===== src/rtl/io_bridge_pkg.sv =====
// io_bridge_pkg: shared definitions for the memory-mapped I/O FIFO bridge.
// Holds the register index encoding, STATUS bit positions, the I/O select
// address bit and the STATUS word packing helper.
package io_bridge_pkg;

  localparam int DATA_W     = 32;
  localparam int IO_SEL_BIT = 7;

  // Register index taken from addr[3:2]
  typedef enum logic [1:0] {
    IO_TXDATA = 2'd0,
    IO_RXDATA = 2'd1,
    IO_STATUS = 2'd2,
    IO_RSVD   = 2'd3
  } io_reg_e;

  // STATUS bit positions
  localparam int ST_TX_FULL     = 0;
  localparam int ST_TX_EMPTY    = 1;
  localparam int ST_RX_FULL     = 2;
  localparam int ST_RX_EMPTY    = 3;
  localparam int ST_TX_DROP     = 4;
  localparam int ST_RX_UNDERFLW = 5;
  localparam int ST_TX_CNT_LSB  = 8;
  localparam int ST_RX_CNT_LSB  = 16;

  // Counts arrive zero-extended to 32 bits; only the low byte is reported.
  function automatic logic [DATA_W-1:0] pack_status(
    input logic        tx_full,
    input logic        tx_empty,
    input logic        rx_full,
    input logic        rx_empty,
    input logic        tx_drop,
    input logic        rx_underflow,
    input logic [31:0] tx_count,
    input logic [31:0] rx_count
  );
    logic [DATA_W-1:0] s;
    s = '0;
    s[ST_TX_FULL]                    = tx_full;
    s[ST_TX_EMPTY]                   = tx_empty;
    s[ST_RX_FULL]                    = rx_full;
    s[ST_RX_EMPTY]                   = rx_empty;
    s[ST_TX_DROP]                    = tx_drop;
    s[ST_RX_UNDERFLW]                = rx_underflow;
    s[ST_TX_CNT_LSB +: 8]            = tx_count[7:0];
    s[ST_RX_CNT_LSB +: 8]            = rx_count[7:0];
    return s;
  endfunction

endpackage


===== src/rtl/sync_fifo.sv =====
// sync_fifo: single-clock FIFO, DEPTH entries of DATA_W bits.
// Ports:
//   clock, reset      - rising-edge clock, synchronous active-high reset
//   push, din         - write request and data (ignored when full unless a
//                       pop happens in the same cycle)
//   pop, dout         - read request (ignored when empty) and head data
//   count, full, empty- occupancy, 0..DEPTH
// Push and pop together both take effect and leave count unchanged; on an
// empty FIFO the pop is dropped and the push still proceeds.
module sync_fifo
  import io_bridge_pkg::*;
#(
  parameter int DEPTH  = 8,
  parameter int DATA_W = io_bridge_pkg::DATA_W,
  parameter int AW     = $clog2(DEPTH)
) (
  input  logic              clock,
  input  logic              reset,
  input  logic              push,
  input  logic              pop,
  input  logic [DATA_W-1:0] din,
  output logic [DATA_W-1:0] dout,
  output logic [AW:0]       count,
  output logic              full,
  output logic              empty
);

  logic [DATA_W-1:0] mem [DEPTH];
  logic [AW-1:0]     rd_ptr;
  logic [AW-1:0]     wr_ptr;
  logic              do_push;
  logic              do_pop;

  assign full    = (count == (AW+1)'(DEPTH));
  assign empty   = (count == '0);
  assign do_pop  = pop & ~empty;
  // A full FIFO still accepts a push when the head leaves in the same cycle.
  assign do_push = push & (~full | do_pop);
  assign dout    = mem[rd_ptr];

  // Pointers wrap naturally since DEPTH is a power of two.
  always_ff @(posedge clock) begin
    if (reset) begin
      rd_ptr <= '0;
      wr_ptr <= '0;
      count  <= '0;
    end else begin
      if (do_push) wr_ptr <= wr_ptr + 1'b1;
      if (do_pop)  rd_ptr <= rd_ptr + 1'b1;
      case ({do_push, do_pop})
        2'b10:   count <= count + 1'b1;
        2'b01:   count <= count - 1'b1;
        default: count <= count;
      endcase
    end
  end

  // Storage is data only and is never cleared.
  always_ff @(posedge clock) begin
    if (do_push) mem[wr_ptr] <= din;
  end

endmodule


===== src/rtl/io_fifo_bridge.sv =====
// io_fifo_bridge: memory-mapped I/O responder bridging CPU loads/stores to a
// device-side TX FIFO (CPU -> device) and RX FIFO (device -> CPU).
// Ports:
//   clock, reset         - rising-edge clock, synchronous active-high reset
//   addr, wdata, we, re  - MEM-stage access; addr[7] selects I/O space,
//                          addr[3:2] picks TXDATA/RXDATA/STATUS/reserved
//   rdata                - combinational load data (0 unless a selected load)
//   tx_valid/data/ready  - TX FIFO head offered to the device
//   rx_valid/data/ready  - device words into the RX FIFO
module io_fifo_bridge
  import io_bridge_pkg::*;
#(
  parameter int DEPTH = 8,
  parameter int AW    = $clog2(DEPTH)
) (
  input  logic              clock,
  input  logic              reset,
  input  logic [31:0]       addr,
  input  logic [31:0]       wdata,
  input  logic              we,
  input  logic              re,
  output logic [31:0]       rdata,
  output logic              tx_valid,
  output logic [31:0]       tx_data,
  input  logic              tx_ready,
  input  logic              rx_valid,
  input  logic [31:0]       rx_data,
  output logic              rx_ready
);

  io_reg_e     reg_idx;
  logic        io_sel;
  logic        tx_push_req;
  logic        rx_pop_req;
  logic        status_wr;
  logic        tx_pop;
  logic        rx_push;
  logic        tx_full, tx_empty, rx_full, rx_empty;
  logic [AW:0] tx_count, rx_count;
  logic [31:0] rx_head;
  logic        tx_drop;
  logic        rx_underflow;
  logic        unused_addr_bits;

  assign io_sel      = addr[IO_SEL_BIT];
  assign reg_idx     = io_reg_e'(addr[3:2]);
  assign tx_push_req = io_sel & we & (reg_idx == IO_TXDATA);
  assign rx_pop_req  = io_sel & re & (reg_idx == IO_RXDATA);
  assign status_wr   = io_sel & we & (reg_idx == IO_STATUS);

  assign tx_valid    = ~tx_empty;
  assign rx_ready    = ~rx_full;
  assign tx_pop      = tx_valid & tx_ready;
  assign rx_push     = rx_valid & rx_ready;

  // Aliased and byte-offset address bits carry no meaning here.
  assign unused_addr_bits = ^{addr[31:8], addr[6:4], addr[1:0]};

  sync_fifo #(.DEPTH(DEPTH), .DATA_W(32), .AW(AW)) u_tx_fifo (
    .clock (clock),
    .reset (reset),
    .push  (tx_push_req),
    .pop   (tx_pop),
    .din   (wdata),
    .dout  (tx_data),
    .count (tx_count),
    .full  (tx_full),
    .empty (tx_empty)
  );

  // The FIFO itself ignores a pop on empty; the underflow flag records it.
  sync_fifo #(.DEPTH(DEPTH), .DATA_W(32), .AW(AW)) u_rx_fifo (
    .clock (clock),
    .reset (reset),
    .push  (rx_push),
    .pop   (rx_pop_req),
    .din   (rx_data),
    .dout  (rx_head),
    .count (rx_count),
    .full  (rx_full),
    .empty (rx_empty)
  );

  // Sticky error flags: TX store lost to a full FIFO, RX load on empty.
  always_ff @(posedge clock) begin
    if (reset) begin
      tx_drop      <= 1'b0;
      rx_underflow <= 1'b0;
    end else begin
      if (tx_push_req && tx_full && !tx_pop) tx_drop <= 1'b1;
      else if (status_wr && wdata[ST_TX_DROP]) tx_drop <= 1'b0;
      if (rx_pop_req && rx_empty) rx_underflow <= 1'b1;
      else if (status_wr && wdata[ST_RX_UNDERFLW]) rx_underflow <= 1'b0;
    end
  end

  always_comb begin
    rdata = '0;
    if (io_sel && re) begin
      case (reg_idx)
        IO_RXDATA: rdata = rx_empty ? '0 : rx_head;
        IO_STATUS: rdata = pack_status(tx_full, tx_empty, rx_full, rx_empty,
                                       tx_drop, rx_underflow,
                                       32'(tx_count), 32'(rx_count));
        default:   rdata = '0;
      endcase
    end
  end

endmodule


===== config.mk =====
export PLATFORM = sky130hd
export DESIGN_NAME = io_fifo_bridge
export DESIGN_NICKNAME = d
export VERILOG_FILES = /design/src/rtl/io_bridge_pkg.sv /design/src/rtl/sync_fifo.sv /design/src/rtl/io_fifo_bridge.sv
export SDC_FILE = /design/constraint.sdc
export NUM_CORES = 1
export LEC_CHECK = 0
export BUFFER_PORTS_ARGS = -buffer_cell sky130_fd_sc_hd__buf_4
export CAP_MARGIN = 20
export CORE_MARGIN = 10
export CORE_UTILIZATION = 65
export CTS_BUF_LIST = sky130_fd_sc_hd__clkbuf_4 sky130_fd_sc_hd__clkbuf_8
export DETAILED_ROUTE_END_ITERATION = 10
export PLACE_DENSITY = 0.85
export SETUP_SLACK_MARGIN = 0.2
export SLEW_MARGIN = 20
export SYNTH_ARGS = -nofsm -noshare
export SYNTH_HDL_FRONTEND = slang
export SYNTH_HIERARCHICAL = 1
export SYNTH_SLANG_ARGS = --single-unit

===== constraint.sdc =====
create_clock -name clock -period 7.55 [get_ports clock]
set_input_delay 0.755 -clock clock [delete_from_list [all_inputs] [get_ports clock]]
set_output_delay 0.755 -clock clock [all_outputs]
set_load 0.1 [all_outputs]

-- After elaboration in Yosys (flattened, before gate mapping)
Memory sizes are Yosys's and may differ from the RTL's. A register that Yosys moved wholly into a read port is not among the register bits.
Cells that the tools add are included.
- equal/unequal tests: 8
- mux-type cells: 17
- add/sub/neg operators: 8
- bitwise logic cells: 17
- reduce and logical (&&, ||, !) cells: 14
- operator list (cell ; number):
    $mux W32 ; 2
    $pmux W32 S2 ; 1
    $pmux W4 S2 ; 2
    $add A3 B1 Y3 const B ; 4
    $mux W3 ; 4
    $and A1 B1 Y1 ; 11
    $add A4 B1 Y4 const B ; 2
    $eq A4 B4 Y1 const B ; 2
    $logic_not A4 Y1 ; 2
    $mux W1 ; 8
    $reduce_bool A2 Y1 ; 4
    $sub A4 B1 Y4 const B ; 2
    $eq A2 B1 Y1 const B ; 3
    $eq A2 B2 Y1 const B ; 3
    $logic_and A1 B1 Y1 ; 6
    $not A1 Y1 ; 4
    $logic_not A2 Y1 ; 1
    $or A1 B1 Y1 ; 2
    $logic_not A1 Y1 ; 1
- register bits: 22
- memories kept: 2
- RAM bits: 512
- bits of input ports: 102
- output and inout port bits: 66
- memory list (memory ; words ; width ; read ports ; clocked after Yosys merged registers in ; wr ports ; line ; RTL):
    u_rx_fifo.mem ; 8 ; 32 ; 1 ; 1 ; 1 ; sync_fifo.sv:28 ; logic [DATA_W-1:0] mem [DEPTH];
    u_tx_fifo.mem ; 8 ; 32 ; 1 ; 1 ; 1 ; sync_fifo.sv:28 ;

-- Longest topological paths before layout
- depth in word-level cells: 8
- depth in mapped cells: 13
- depth with buffers taken out: 11

-- Cells and area by module
The synthesis kept the hierarchy.
- by module, submodules not included (module ; instances ; cells an instance ; area an instance (um^2)):
    sync_fifo ; 2 ; 455 ; 10508.8
    io_fifo_bridge ; 1 ; 110 ; 699.4

-- Least setup slack after synthesis
Ideal clock, no wire load.
- kind: input-to-reg
- start point: input port addr[3]
- end point: memory u_rx_fifo.mem[0][0] (enable)
- setup time: 0.501 ns
- arrival time: 4.798 ns
- data required time: 7.049 ns
- path buffers: 1
- path slack: 2.250 ns
- stages on the path: 7
- cell sequence: inv_1 > ha_1 > and3_2 > buf_2 > nand2b_1 > o21ai_4 > nor4_1
- word-level cells in the longest chain between the ends: 7
- RTL lines (item ; line ; RTL):
    from (decl) ; io_fifo_bridge.sv:18 ; input logic [31:0] addr,
    $eq A2 B1 Y1 ; io_fifo_bridge.sv:48 ; assign rx_pop_req = io_sel & re & (reg_idx == IO_RXDATA);
    $and A1 B1 Y1 ; io_fifo_bridge.sv:48 ;
    net rx_pop_req ; io_fifo_bridge.sv:34 ; logic rx_pop_req;
    $and A1 B1 Y1 ; sync_fifo.sv:36 ; assign do_pop = pop & ~empty;
    $or A1 B1 Y1 ; sync_fifo.sv:38 ; assign do_push = push & (~full | do_pop);
    $and A1 B1 Y1 ; sync_fifo.sv:38 ;
    $mux W1 ; sync_fifo.sv:60 ; if (do_push) mem[wr_ptr] <= din;
    $mux W1 (implied by the code) ; sync_fifo.sv:60 ;
    to (decl) ; sync_fifo.sv:28 ;
The timed path passes the listed nets, and every way through them passes these cells.

==> results by group <==
STA
  – Fin crit share: 0.552
  – Slew at the pin with the worst max-slew slack: 1.08 ns
  – Final Skew: 0.0246 ns
  – Unrepaired setup endpoints after global routing: false
  – Total Negative Setup Slacks: 0 ns
  – Final Hold Vio Count: 0
  – Setup violators final: 0
  – Worst slew margin: 0.280
  – FMAX: 240 MHz
  – Pins Over Slew Limit: 0
  – Final worst path period need: 4.17 ns
  – Worst setup margin: 3.38 ns

Clock network
  – Cts hold-fix bufs: 0
  – Clock-pin slew on the worst setup and hold paths: 0.06 ns
  – CTS tree: done
  – Gates resized, CTS repair: 0
  – Post-CTS setup buffer count: 0
  – Later-pin clock latency in the skew report: 0.61 ns
  – CTS Buf Count: 83
  – Clock root buffer: clkbuf_8
  – Htree depth: 3
  – CTS sink cnt: 540
  – Max clock buf depth: 3

Setup path
  – Critical path's largest stage delay: 0.73 ns
  – Crit path to: rdata[0]
  – Critical Path Stages: 6
  – R2r startpoint: u_rx_fifo/count[0]
  – Reg2Reg Setup Slack: 3.80 ns
  – Data arrival time of the worst path: 3.41 ns
  – CP Buf/Inv Count: 2
  – Worst setup EP type: output pin
  – RR Endpoint: u_rx_fifo/mem[2][28]
  – CP max stage cell: dfxtp_4
  – Top cell by count, worst path: buf_4
  – Largest fanout on the critical path: 34
  – R2R depth: 6
  – CP cell instances: buf_4 -> mux4_1 -> mux2_2 -> nand3b_1 -> a21oi_1 -> buf_4
  – Type of origin of the critical path: flop
  – Crit Path Category: flop to output pin
  – Worst path top cell family by delay: multiplexers
  – WP data required: 6.80 ns

Drt
  – Vias per cell: 6.19
  – Initial DRC Count: 733
  – # DRC: 0
  – Via count: 10.7k
  – DR WL/cell: 24.8 um
  – Drt first pass iters: 5
  – Antenna Violating Nets Remaining: 0
  – Total Wirelength: 42.7 mm

Floorplanning
  – Die area: 0.0411 mm^2
  – Die height: 203 um
  – Initial core utilization: 0.662
  – Die W: 203 um
  – Ports: 168
  – Core area: 0.0328 mm^2
  – FP Rows: 66

Place
  – Placed Cells: 1572
  – DPL Wire Length: 24.8 mm
  – Pre-CTS setup slack: 3.31 ns
  – Port buffer count: 138
  – Gp weighted congestion: 0.776

Synth
  – Yosys cell types: 46
  – Mapped Area: 0.0217 mm^2
  – Syn nets: 1136
  – Yosys reg bits: 540
  – Avg Inst Size Synth: 21.3 um^2
  – Yosys warns: 6
  – Seq/Total Area, Yosys: 0.734
  – Async S/R FF share, synth: 0
  – Post-synth EDFFs: 512
  – Post-Synthesis Cells: 1020
  – Post-synth top flop: edfxtp_1

Pwr
  – Worst vdd ir: 0.215 mV
  – Pwr/cell area: 249 mW/mm^2
  – Switching share of power: 0.230
  – Power Internal: 4.77 mW
  – Reg power frac: 0.546
  – Clock share of power: 0.375
  – Comb pwr share: 0.079
  – Sw Pwr: 1.43 mW
  – Leakage power: 8.35 nW

Final layout
  – Core Util, Final: 0.760
  – Fillers: 1725
  – Diode count: 0
  – Fin cells: 1723
  – Register area: 0.0159 mm^2
  – Layout cell share with drive strength beyond 1: 0.353
  – Multi-input combinational cell area: 0.00543 mm^2
  – NumNets Final: 1331
  – Synth-to-Final Area Change: 14.7%

Global routing
  – Initial antenna violation count: 1
  – Total grt overflow: 0
  – Global-route wire length before repair: 65.4 mm
  – Vias in the first global route: 11.1k
  – Largest net degree at the start of global routing: 65
  – Total GRT Usage: 0.209

Worst hold path
  – Hold Path Class: primary input to flop

Run
  – Max-Cap Viols: 0

Status
  – Outcome: completed
==> metrics by stage <==
step	hold slack [ns]	total power [mW]	cell area (um^2)
2_1_floorplan	0.462	3.78	21700
5_1_grt	0.357	6.41	24900
3_3_place_gp	0.489	3.91	23300
4_1_cts	0.339	6.24	24900
3_5_place_dp	0.491	3.93	23300
6_report	0.373	6.19	24900
==> power groups by stage <==
stage / Sequential, mW / Combinational, mW / Clock, mW
2_1_floorplan: 3.42 / 0.357 / 0
3_3_place_gp: 3.43 / 0.475 / 0
3_5_place_dp: 3.44 / 0.490 / 0
4_1_cts: 3.38 / 0.494 / 2.37
5_1_grt: 3.38 / 0.521 / 2.51
6_report: 3.38 / 0.491 / 2.32
==> cell type report <==
cell class                 count  area share
tap                          442      0.0222
inverter                      33     0.00497
timing repair buffer         162      0.0488
sequential                   540       0.640
multi-input combinational    395       0.218
clock buffer                 119      0.0585
clock inverter                32     0.00723
==> sequential cells by signal (all words and copies together) (netlist names), named ones only <==
register          count
u_rx_fifo/wr_ptr      3
u_tx_fifo/count       4
rx_underflow          1
u_rx_fifo/rd_ptr      3
u_rx_fifo/count       4
u_tx_fifo/rd_ptr      3
tx_drop               1
u_tx_fifo/wr_ptr      3
u_tx_fifo/mem       256
u_rx_fifo/mem       256
==> synthesized netlist by cell type, types with 2 or more instances <==
cell type,number,share of area
buf_6,15,0.0078
o21ai_4,2,0.0015
clkbuf_1,11,0.0019
buf_1,12,0.0021
and2_1,2,0.00058
a211oi_1,2,0.00069
o211ai_1,6,0.0021
edfxtp_1,512,0.71
fa_1,2,0.0018
nand3b_1,14,0.0048
or4b_1,2,0.00092
xnor2_1,6,0.0024
nor4_1,2,0.00058
nor3_1,18,0.0041
inv_1,32,0.0055
or3_1,6,0.0017
nand2_1,18,0.0031
mux2_2,64,0.033
buf_2,13,0.0030
o21ai_2,2,0.00081
o311a_1,4,0.0018
nor2_1,33,0.0057
dfxtp_1,28,0.026
nand3_1,3,0.00069
or2_2,2,0.00058
nor3_2,8,0.0037
mux2i_1,6,0.0028
o2111ai_1,2,0.00081
ha_1,12,0.0069
xor2_1,8,0.0032
mux4_2,46,0.048
mux4_1,82,0.099
a211oi_2,2,0.0012
nand2b_1,8,0.0023
nand4_1,7,0.0020
nor2b_1,3,0.00086
a21oi_1,16,0.0037
==> how the worst min path moves through the flow <==
stage | endpoint | slack (ns) | start | cells after the start
global route | u_rx_fifo/mem[3][23] | 0.36 | rx_data[23] | 1
floorplan | tx_drop | 0.46 | tx_drop | 2
global placement | tx_drop | 0.49 | tx_drop | 2
detailed placement | tx_drop | 0.49 | tx_drop | 2
CTS | u_rx_fifo/mem[5][6] | 0.34 | rx_data[6] | 1
finish | u_rx_fifo/mem[7][15] | 0.37 | rx_data[15] | 1
==> kinds of logic after synthesis <==
| group | after synthesis | synth area share |
|---|---|---|
| AOI/OAI and AO/OA | 38 | 0.0134 |
| xor gates and xnor gates | 14 | 0.00565 |
| muxes | 198 | 0.183 |
| and+or+nand+nor | 131 | 0.0349 |
| buffers and inverters | 85 | 0.0207 |
| adders and majority gates | 14 | 0.00876 |
| DFF | 540 | 0.734 |
==> routing by layer <==
| layer | wire length (um) | vias up | track usage |
|---|---|---|---|
| li1 | - | 4663 | - |
| met1 | 16400 | 5457 | 0.268 |
| met2 | 22000 | 448 | 0.354 |
| met3 | 3210 | 87 | 0.0427 |
| met4 | 1080 | 2 | 0.0669 |
| met5 | 11 | - | 0 |
==> layout by cell type (no fill, tap or decap), types with 3 or more instances in the layout <==
cell type and count:
buf_4 162, nand3_1 3, o211ai_1 6, nor3_1 10, nor2_1 27, clkbuf_4 29
nand2b_1 8, nand4_1 7, mux4_1 82, nor2b_1 3, nor2_4 6, nand3b_1 14
ha_1 12, xnor2_1 6, clkbuf_8 90, a21oi_1 16, inv_1 32, edfxtp_1 512
or3_1 6, inv_8 3, nand2_1 18, clkinv_2 13, nor3_2 16, mux2i_1 6
xor2_1 8, dfxtp_1 24, o311a_1 4, clkinv_1 13, mux4_2 46, mux2_2 64
Note: power is estimated with default switching activity, not from simulation.
